$ cat src/rtl/hazard_ctrl_if.sv
// Hazard/stall controller bus: ID/EXE/MEM hazard sources in, stall/flush/freeze
// controls and performance counters out.
interface hazard_ctrl_if #(
    parameter int CNT_W = 16
);
    logic [4:0]       Src1_ID;
    logic [4:0]       Src2_ID;
    logic             Two_Src_ID;
    logic [4:0]       Dst_EXE;
    logic             WB_EN_EXE;
    logic             MEM_R_EN_EXE;
    logic [4:0]       Dst_MEM;
    logic             WB_EN_MEM;
    logic             Fwd_EN;
    logic             Br_Taken;
    logic             Mem_Req;
    logic             Mem_Ready;
    logic             Cnt_Clr;
    logic             Hazard_Stall;
    logic             Flush_IF_ID;
    logic             Flush_ID_EXE;
    logic             Pipe_Freeze;
    logic             Mem_Err;
    logic [CNT_W-1:0] Stall_Count;
    logic [CNT_W-1:0] Freeze_Count;

    // Level-based controls, no valid/ready pairing: every output is meaningful
    // each cycle and the pipeline samples it at the same rising edge.
    modport master (
        output Src1_ID, Src2_ID, Two_Src_ID, Dst_EXE, WB_EN_EXE, MEM_R_EN_EXE,
               Dst_MEM, WB_EN_MEM, Fwd_EN, Br_Taken, Mem_Req, Mem_Ready, Cnt_Clr,
        input  Hazard_Stall, Flush_IF_ID, Flush_ID_EXE, Pipe_Freeze, Mem_Err,
               Stall_Count, Freeze_Count
    );

    modport slave (
        input  Src1_ID, Src2_ID, Two_Src_ID, Dst_EXE, WB_EN_EXE, MEM_R_EN_EXE,
               Dst_MEM, WB_EN_MEM, Fwd_EN, Br_Taken, Mem_Req, Mem_Ready, Cnt_Clr,
        output Hazard_Stall, Flush_IF_ID, Flush_ID_EXE, Pipe_Freeze, Mem_Err,
               Stall_Count, Freeze_Count
    );
endinterface

$ cat src/rtl/hazard_ctrl.sv
// Load-use / non-forwardable RAW stall, branch flush, data-memory freeze FSM with
// timeout, and saturating stall/freeze counters for the 5-stage MIPS pipeline.
module hazard_ctrl #(
    parameter int TIMEOUT = 255,
    parameter int CNT_W   = 16
) (
    input  logic         clk,
    input  logic         rst,
    hazard_ctrl_if.slave hz,
    output logic [1:0]   fsm_state
);
    typedef enum logic [1:0] {
        RUN      = 2'd0,
        MEM_WAIT = 2'd1,
        ERROR    = 2'd2
    } state_t;

    localparam logic [15:0] TIMEOUT_C = 16'(TIMEOUT);

    state_t           state, state_nxt;
    logic [15:0]      wait_cnt, wait_cnt_nxt;
    logic [CNT_W-1:0] stall_cnt, freeze_cnt;
    logic             src_exe, src_mem, raw_hazard;
    logic             freeze, stall, flush;

    function automatic logic reg_match(input logic [4:0] a, input logic [4:0] b);
        return (a == b) && (a != 5'd0);
    endfunction

    always_comb begin
        src_exe = reg_match(hz.Src1_ID, hz.Dst_EXE) ||
                  (hz.Two_Src_ID && reg_match(hz.Src2_ID, hz.Dst_EXE));
        src_mem = reg_match(hz.Src1_ID, hz.Dst_MEM) ||
                  (hz.Two_Src_ID && reg_match(hz.Src2_ID, hz.Dst_MEM));
        // WB writers never stall: the register file is write-first.
        if (hz.Fwd_EN)
            raw_hazard = src_exe && hz.MEM_R_EN_EXE;
        else
            raw_hazard = (src_exe && hz.WB_EN_EXE) || (src_mem && hz.WB_EN_MEM);
    end

    always_ff @(posedge clk or negedge rst) begin
        if (!rst) begin
            state    <= RUN;
            wait_cnt <= 16'd0;
        end else begin
            state    <= state_nxt;
            wait_cnt <= wait_cnt_nxt;
        end
    end

    always_comb begin
        state_nxt    = state;
        wait_cnt_nxt = wait_cnt;
        freeze       = 1'b0;
        case (state)
            RUN: begin
                freeze = hz.Mem_Req && !hz.Mem_Ready;
                if (freeze) begin
                    state_nxt    = MEM_WAIT;
                    wait_cnt_nxt = 16'd1;
                end
            end
            MEM_WAIT: begin
                // Once waiting, only Mem_Ready ends it; Mem_Req is ignored.
                freeze = !hz.Mem_Ready;
                if (hz.Mem_Ready)
                    state_nxt = RUN;
                else if (wait_cnt == TIMEOUT_C)
                    state_nxt = ERROR;
                else
                    wait_cnt_nxt = wait_cnt + 16'd1;
            end
            ERROR:   freeze = 1'b1;
            default: state_nxt = RUN;
        endcase
        if (!rst)
            freeze = 1'b0;
    end

    // A freeze suppresses flush and stall; the held instructions are re-judged afterwards.
    always_comb begin
        stall = 1'b0;
        flush = 1'b0;
        if (rst && !freeze) begin
            if (hz.Br_Taken)
                flush = 1'b1;
            else
                stall = raw_hazard;
        end
    end

    always_ff @(posedge clk or negedge rst) begin
        if (!rst) begin
            stall_cnt  <= '0;
            freeze_cnt <= '0;
        end else if (hz.Cnt_Clr) begin
            stall_cnt  <= '0;
            freeze_cnt <= '0;
        end else begin
            if (stall && (stall_cnt != '1))
                stall_cnt <= stall_cnt + CNT_W'(1);
            if (freeze && (freeze_cnt != '1))
                freeze_cnt <= freeze_cnt + CNT_W'(1);
        end
    end

    assign hz.Hazard_Stall = stall;
    assign hz.Flush_IF_ID  = flush;
    assign hz.Flush_ID_EXE = flush;
    assign hz.Pipe_Freeze  = freeze;
    assign hz.Mem_Err      = rst && (state == ERROR);
    assign hz.Stall_Count  = stall_cnt;
    assign hz.Freeze_Count = freeze_cnt;
    assign fsm_state       = state;
endmodule

$ cat src/flat_wrapper.sv
// flat-port wrapper written by rule: the top's interface ports become plain ports
module hazard_ctrl_flat 
#(
    parameter int TIMEOUT = 255,
    parameter int CNT_W   = 16
)
  (clk, rst, fsm_state, hz_Src1_ID, hz_Src2_ID, hz_Two_Src_ID, hz_Dst_EXE, hz_WB_EN_EXE, hz_MEM_R_EN_EXE, hz_Dst_MEM, hz_WB_EN_MEM, hz_Fwd_EN, hz_Br_Taken, hz_Mem_Req, hz_Mem_Ready, hz_Cnt_Clr, hz_Hazard_Stall, hz_Flush_IF_ID, hz_Flush_ID_EXE, hz_Pipe_Freeze, hz_Mem_Err, hz_Stall_Count, hz_Freeze_Count);
  hazard_ctrl_if #(.CNT_W(CNT_W)) hz_i ();
  input  logic clk;
  input  logic rst;
  output logic [1:0] fsm_state;
  input wire logic [$bits(hz_i.Src1_ID)-1:0] hz_Src1_ID;
  input wire logic [$bits(hz_i.Src2_ID)-1:0] hz_Src2_ID;
  input wire logic [$bits(hz_i.Two_Src_ID)-1:0] hz_Two_Src_ID;
  input wire logic [$bits(hz_i.Dst_EXE)-1:0] hz_Dst_EXE;
  input wire logic [$bits(hz_i.WB_EN_EXE)-1:0] hz_WB_EN_EXE;
  input wire logic [$bits(hz_i.MEM_R_EN_EXE)-1:0] hz_MEM_R_EN_EXE;
  input wire logic [$bits(hz_i.Dst_MEM)-1:0] hz_Dst_MEM;
  input wire logic [$bits(hz_i.WB_EN_MEM)-1:0] hz_WB_EN_MEM;
  input wire logic [$bits(hz_i.Fwd_EN)-1:0] hz_Fwd_EN;
  input wire logic [$bits(hz_i.Br_Taken)-1:0] hz_Br_Taken;
  input wire logic [$bits(hz_i.Mem_Req)-1:0] hz_Mem_Req;
  input wire logic [$bits(hz_i.Mem_Ready)-1:0] hz_Mem_Ready;
  input wire logic [$bits(hz_i.Cnt_Clr)-1:0] hz_Cnt_Clr;
  output wire logic [$bits(hz_i.Hazard_Stall)-1:0] hz_Hazard_Stall;
  output wire logic [$bits(hz_i.Flush_IF_ID)-1:0] hz_Flush_IF_ID;
  output wire logic [$bits(hz_i.Flush_ID_EXE)-1:0] hz_Flush_ID_EXE;
  output wire logic [$bits(hz_i.Pipe_Freeze)-1:0] hz_Pipe_Freeze;
  output wire logic [$bits(hz_i.Mem_Err)-1:0] hz_Mem_Err;
  output wire logic [$bits(hz_i.Stall_Count)-1:0] hz_Stall_Count;
  output wire logic [$bits(hz_i.Freeze_Count)-1:0] hz_Freeze_Count;
  assign hz_i.Src1_ID = hz_Src1_ID;
  assign hz_i.Src2_ID = hz_Src2_ID;
  assign hz_i.Two_Src_ID = hz_Two_Src_ID;
  assign hz_i.Dst_EXE = hz_Dst_EXE;
  assign hz_i.WB_EN_EXE = hz_WB_EN_EXE;
  assign hz_i.MEM_R_EN_EXE = hz_MEM_R_EN_EXE;
  assign hz_i.Dst_MEM = hz_Dst_MEM;
  assign hz_i.WB_EN_MEM = hz_WB_EN_MEM;
  assign hz_i.Fwd_EN = hz_Fwd_EN;
  assign hz_i.Br_Taken = hz_Br_Taken;
  assign hz_i.Mem_Req = hz_Mem_Req;
  assign hz_i.Mem_Ready = hz_Mem_Ready;
  assign hz_i.Cnt_Clr = hz_Cnt_Clr;
  assign hz_Hazard_Stall = hz_i.Hazard_Stall;
  assign hz_Flush_IF_ID = hz_i.Flush_IF_ID;
  assign hz_Flush_ID_EXE = hz_i.Flush_ID_EXE;
  assign hz_Pipe_Freeze = hz_i.Pipe_Freeze;
  assign hz_Mem_Err = hz_i.Mem_Err;
  assign hz_Stall_Count = hz_i.Stall_Count;
  assign hz_Freeze_Count = hz_i.Freeze_Count;
  hazard_ctrl #(.TIMEOUT(TIMEOUT), .CNT_W(CNT_W)) u_core (.clk(clk), .rst(rst), .hz(hz_i), .fsm_state(fsm_state));
endmodule
$ cat config.mk
export PLATFORM = sky130hd
export DESIGN_NAME = hazard_ctrl_flat
export DESIGN_NICKNAME = d
export VERILOG_FILES = /design/src/rtl/hazard_ctrl_if.sv /design/src/rtl/hazard_ctrl.sv /design/src/flat_wrapper.sv
export SDC_FILE = /design/constraint.sdc
export NUM_CORES = 1
export LEC_CHECK = 0
export ABC_AREA = 1
export BUFFER_PORTS_ARGS = -buffer_cell sky130_fd_sc_hd__buf_2
export CAP_MARGIN = 20
export CORE_MARGIN = 2
export CORE_UTILIZATION = 55
export CTS_CLUSTER_SIZE = 28
export DETAILED_ROUTE_END_ITERATION = 10
export HOLD_SLACK_MARGIN = 0.05
export PLACE_DENSITY = 0.89
export SLEW_MARGIN = 20
export SYNTH_ARGS = -nofsm -noshare
export SYNTH_HDL_FRONTEND = slang
export SYNTH_SLANG_ARGS = --single-unit
$ cat constraint.sdc
create_clock -name clk -period 3.8 [get_ports clk]
set_clock_uncertainty 0.1 [all_clocks]
set_input_delay 0.95 -clock clk [delete_from_list [all_inputs] [get_ports clk]]
set_output_delay 0.95 -clock clk [all_outputs]
set_load 0.02 [all_outputs]
==> impl_results.md, run 1 <==
* Status: completed
* ANT nets after route at 0
* Clock transition at path regs at 90 ps
* Sequential share of power at 0.497
* Post-CTS setup buffer count at 0
* Fin crit period at 3230 ps
* H-tree Lvls at 2
* Crit-path most repeated cell: buf_2
* Crit-path slowest cell: nor3_2
* Max Cap Viol at 0
* Critical-path cell list: buf_2 -> nor2_1 -> nor3_2 -> nand3_1 -> inv_1 -> nand2_1 -> nor2_4 -> buf_2
* CTS Buffer Depth at 2
* Chip Height at 82.6 µm
* M3 GR Usage at 0.0359
* Clock Tree Root: clkbuf_8
* Vias/cell at 5.42
* Startpoint types: primary input
* Sw Ratio at 0.281
* Mapped Cells at 491
* WL/cell at 12.9 µm
* Full die area at 6820 µm²
* Cell taking the most area after synthesis: dfrtp_1
* Yosys top cell area share at 0.368
* P_int at 0.823 mW
* Final setup viols at 0
* Port bufs at 69
* Routability cong. at 0.959
* Synth unique cells at 34
* Seq. cell area at 1250 µm²
* CTS buffer count at 5
* Asr flop ratio synth at 1.00
* Row count at 28
* Antenna violations before repair at 0
* Placed Area at 3800 µm²
* Setup CP Type: in -> out
* Grt peak-use layer: met2
* Synth Cell Area at 3400 µm²
* Layout area overhead at 15.2%
* Dpl hpwl at 6230 µm
* Largest net degree at the start of global routing at 35
* Leak pwr at 2.14 nW
* P_sw at 0.322 mW
* Area of the multi-input gates at 1770 µm²
* Number of synthesized flops with an enable pin at 0
* Clk_lat worst skew at 310 ps
* Max stage delay on crit path at 330 ps
* CTS tree: built
* CTS sink count at 50
* Critical Path AT at 2180 ps
* Synth Flop Type: dfrtp_1
* Vias in the first global route at 3201
* Slew Viols, Final at 0
* Comb power frac at 0.164
* Overall power at 1.15 mW
* Post-CTS resize count at 0
* Critical path required time at 2750 ps
* Met2 Track Usage GR at 0.460
* Crit Path Max Fanout at 6
* Total core area at 5960 µm²
* Met1 Use GR at 0.297
* Final net count at 594
* CP bufs+invs at 3
* Fillers at 526
* Ratio of cells with drive above 1 in the final layout at 0.173
* Synth top area cells: dfrtp_1 37%, nand2_1 12%, inv_1 8.6%
* Global route overflow at 0
* HP Class: reg -> reg
* First-pass GRT wire length at 13300 µm
* I/O pins at 70
* DRC violation count after routing at 0
* Crit-path leading delay family: simple AND/OR/NAND/NOR gates
* Slew @ Worst Pin at 1020 ps
* Synth Net Count at 525
* Setup TNS at 0 ps
* Gr usage total at 0.248
* Mapped Avg Cell Area at 6.92 µm²
* Vias at 3439
* Initial Utilization at 0.570
* Fin. Hold Viols at 0
* Routed WL at 8190 µm
* Sequential area share after synthesis at 0.368
* Crit end category: primary output
* DIE WIDTH at 82.6 µm
* Clock Power Share at 0.339
* Antenna Diode Count at 0
* DRT iter0 DRCs at 169
* RSZ-0062 raised after global routing: no
* Peak VDD IR at 0.205 mV
* Pre-Repair DR Iteration Count at 6
* Relative slew slack at 0.321
* Fmax at 310 MHz
* Hold-fix buffers at CTS at 0
* Final instance area at 3910 µm²
* Final Cycle Share at 0.850
* Pwr dens at 293 nW/µm²
* Seq cells post-synth at 50
* YS warnings at 0
-- cells in the final DEF, fill, tap and decap left out, drive strengths merged --
cell type,synthesis,routed
clkbuf,2,6
nor4,5,5
or2,1,1
o21ai,24,24
nor3,19,19
nand4,25,25
dfrtp,50,50
o21a,1,1
bufinv,0,1
o31ai,4,4
nor2,57,57
a21boi,2,2
nand3b,1,1
nand2,114,114
inv,82,82
nand3,46,46
xor2,20,20
buf,9,73
and3,2,2
ha,3,3
a21oi,18,18
xnor2,6,6
-- power groups by stage --
stage	logic (mW)	clock network, mW	registers [mW]
6_report	0.188	0.388	0.569
5_1_grt	0.213	0.412	0.571
4_1_cts	0.188	0.394	0.569
3_5_place_dp	0.187	0	0.579
3_3_place_gp	0.178	0	0.578
2_1_floorplan	0.115	0	0.581
-- path summary, 6_finish.rpt --
kind                                      from  slack, ps                          to  depth (start not counted)
min                        u_core.wait_cnt[15]        410         u_core.wait_cnt[15]                          2
min in group asynchronous                  rst        580   u_core.hz.Freeze_Count[1]                          2
max in group asynchronous                  rst       2750   u_core.hz.Stall_Count[15]                          2
min reg2reg                u_core.wait_cnt[15]        410         u_core.wait_cnt[15]                          2
max                               hz_Mem_Ready        570             hz_Hazard_Stall                          8
max reg2reg                u_core.fsm_state[0]       1320  u_core.hz.Freeze_Count[12]                         10
-- registers in the layout, summed over array words and instances (netlist names) --
signal,cells
u_core.fsm_state,2
u_core.hz.Stall_Count,16
u_core.wait_cnt,16
u_core.hz.Freeze_Count,16
-- worst register-to-register path, delay by kind of cell (launching register included) --
| kind | cells | cell delay (ps) |
|---|---|---|
| simple gates | 8 | 1530 |
| flops | 1 | 410 |
| buf+inv | 2 | 320 |
-- metal layers --
layer  wire [µm]  part of all wire  vias to the layer above
met5           0                 0                        -
met4         160             0.020                        0
met3         439             0.054                       19
met2        4140              0.51                      111
met1        3450              0.42                     1593
li1            -                 -                     1716
-- cell usage after synthesis (2+ instances only) --
master and instances:
xor2_1 20, xnor2_1 6, buf_2 5, nor2_2 4
clkbuf_1 2, inv_2 4, nor4_1 5, o21ai_0 16
o31ai_1 4, ha_1 3, nor3_2 3, nand3_1 44
nor3_1 16, o21ai_1 8, buf_4 2, nor2_1 52
a21oi_1 18, nand4_1 25, nand2_1 113, dfrtp_1 50
inv_1 78
-- layout make-up --
cell class              count  area share
multi-input cells         348       0.453
flip-flops and latches     50       0.320
repair buffers             73      0.0959
inverters                  82      0.0787
well taps                  75      0.0240
clock buffers               6      0.0211
clock inverters             1     0.00768
-- stage by stage --
stage                     std cells   util  worst slack (ps)  hold slack [ps]
after floorplan                 491      -               808              352
after CTS                       635  0.657               581              413
after global routing            635  0.657               415              448
after global placement          628  0.638               582              371
final                           635  0.657               571              410
after detailed placement        628  0.638               584              391
-- cells by family after synthesis --
| logic type | after synthesis | synth area share |
|---|---|---|
| AOI/OAI and AO/OA | 49 | 0.0774 |
| DFF | 50 | 0.368 |
| buffers and inverters | 93 | 0.110 |
| xor gates and xnor gates | 26 | 0.0670 |
| adders and majority gates | 3 | 0.0111 |
| and+or+nand+nor | 270 | 0.366 |
Note: power is estimated with default switching activity, not from simulation.
==> run 2, diff against run 1 <==
==> constraint.sdc (replaced) <==
create_clock -name clk -period 3 [get_ports clk]
set_clock_uncertainty 0.1 [all_clocks]
set_input_delay 0.75 -clock clk [delete_from_list [all_inputs] [get_ports clk]]
set_output_delay 0.75 -clock clk [all_outputs]
set_load 0.02 [all_outputs]
==> run 2 against run 1 <==
Effect of this change:
- register-to-register slack worse by 620 ps
- final cell count up 0.79%
- wire length down 0.73%
- sequential power up 27%
- die area unchanged
- design area up 0.42%
- flip-flop and latch count unchanged
- core utilization up 0.27 points
- count of clock-buffer cells in the layout unchanged
==> impl_results.md, run 2 (same netlist as run 1, synthesis figures left out) <==
* Critical Path AT at 2000 ps (-180 ps)
* Crit end category: primary output
* Vias at 3483 (+1.3%)
* Max Cap Viol at 0 (unchanged)
* Startpoint types: primary input
* Slew Viols, Final at 0 (unchanged)
* Critical path required time at 2150 ps (-600 ps)
* Chip Height at 82.6 µm (unchanged)
* Layout area overhead at 15.7%
* Most common cell after layout, fill and taps aside: nand2_1
* DRT iter0 DRCs at 183 (+8.3%)
* Fin. Hold Viols at 0 (unchanged)
* Fmax at 351 MHz
* Leak pwr at 2.15 nW (+0.53%)
* Dpl cells at 629 (+0.16%)
* Post-CTS resize count at 0 (unchanged)
* Full die area at 6820 µm² (unchanged)
* Status: completed
* Relative slew slack at 0.580 (+0.260)
* Routability cong. at 0.957 (-0.21%)
* Overall power at 1.40 mW (+22%)
* CTS sink count at 50 (unchanged)
* Clock Tree Root: clkbuf_8
* Reg2Reg Capture Point: u_core.hz.Freeze_Count[10]
* Antenna violations before repair at 0 (unchanged)
* Pre-Repair DR Iteration Count at 4 (-2)
* Setup CP Type: in -> out
* Ratio of cells with drive above 1 in the final layout at 0.181 (+0.00732)
* Setup TNS at 0 ps (unchanged)
* Largest net degree at the start of global routing at 51 (+46%)
* Final setup viols at 0 (unchanged)
* Worst hold path endpoint: u_core.wait_cnt[15]
* Fin crit period at 2850 ps
* Finished Core Util at 0.660 (+0.00273)
* DRC violation count after routing at 0 (unchanged)
* WL/cell at 12.7 µm (-1.5%)
* Slew @ Worst Pin at 630 ps (-388 ps)
* Critical R2R Launch: u_core.fsm_state[1]
* Min-Delay Path Depth at 2 (unchanged)
* Fin cells at 640 (+0.79%)
* CTS Buffer Depth at 2 (unchanged)
* Final Cycle Share at 0.951
* Gr usage total at 0.247 (-0.00110)
* Row count at 28 (unchanged)
* Port bufs at 69 (unchanged)
* Final instance area at 3930 µm² (+0.42%)
* First-pass GRT wire length at 13200 µm (-0.41%)
* R2R Setup Slk at 700 ps (-620 ps)
* Worst hold path startpoint: u_core.wait_cnt[15]
* Peak VDD IR at 0.243 mV (+18%)
* DIE WIDTH at 82.6 µm (unchanged)
* Hold-fix buffers at CTS at 0 (unchanged)
* Post-CTS setup buffer count at 0 (unchanged)
* ANT nets after route at 0 (unchanged)
* HP Class: reg -> reg
* Global route overflow at 0 (unchanged)
* DP Worst Slack at 31.2 ps (-552 ps)
* Antenna Diode Count at 0 (unchanged)
* Vias/cell at 5.44 (+0.49%)
* R2R cell count at 11 (+1)
* Clock transition at path regs at 90 ps (about the same)
* Placed Area at 3810 µm² (+0.20%)
* I/O pins at 70 (unchanged)
* Setup ws final at 148 ps (-424 ps)
* RSZ-0062 raised after global routing: no
* Routed WL at 8130 µm (-0.73%)
* Crit Path Max Fanout at 8 (+2)
* Total core area at 5960 µm² (unchanged)
* Commonest cells after routing, fill and taps aside: 113 x nand2_1, 78 x inv_1, 69 x buf_2
* Worst hold slack at 399 ps (-10.5 ps)
* Dpl hpwl at 6130 µm (-1.7%)
* H-tree Lvls at 2 (unchanged)
* Pwr dens at 356 nW/µm² (+21%)
* Final net count at 598 (+0.67%)
* Vias in the first global route at 3248 (+1.5%)
* CTS buffer count at 5 (unchanged)
* Initial Utilization at 0.570 (unchanged)
* CTS tree: built
* Clk_lat worst skew at 320 ps (about the same)
## run 2: where the power goes
part	leakage, nW	switching (mW)	internal, mW
Clock	0.0478	0.242	0.190
Combinational	1.41	0.162	0.0820
Sequential	0.693	0.0222	0.699
Total	2.15	0.425	0.972
## run 2: worst max-delay path, cell delays in order
cell	delay, ps
buf_2	120
nor2_1	150
nand2_1	70
nor2_1	130
nor2_1	60
nand2_1	60
nand2_1	70
nand2_1	90
nand2_1	50
nor2_1	170
nor2_4	100
buf_2	170
## run 2: worst max path at each step
stage	startpoint	endpoint	slack (ps)	depth (start not counted)
finish	hz_Src1_ID[0]	hz_Hazard_Stall	150	12
global route	hz_Src2_ID[0]	hz_Hazard_Stall	9	14
CTS	hz_Src2_ID[2]	hz_Hazard_Stall	30	13
detailed placement	hz_Src2_ID[2]	hz_Hazard_Stall	30	13
global placement	hz_Src2_ID[2]	hz_Hazard_Stall	80	13
floorplan	hz_Src2_ID[2]	hz_Hazard_Stall	410	12
## run 2: cell type report
type                    count  area (µm²)
clock buffers               6        82.6
repair buffers             77         405
fillers                   514        2030
well taps                  75        93.8
inverters                  82         308
flip-flops and latches     50        1250
clock inverters             2        16.3
multi-input cells         348        1770
## run 2: routing by layer
metal,global-route usage,part of all wire,routed length [µm]
met1,0.290,0.43,3530
met2,0.438,0.49,4010
met3,0.0446,0.050,406
met4,0.113,0.022,180
met5,0,0,0
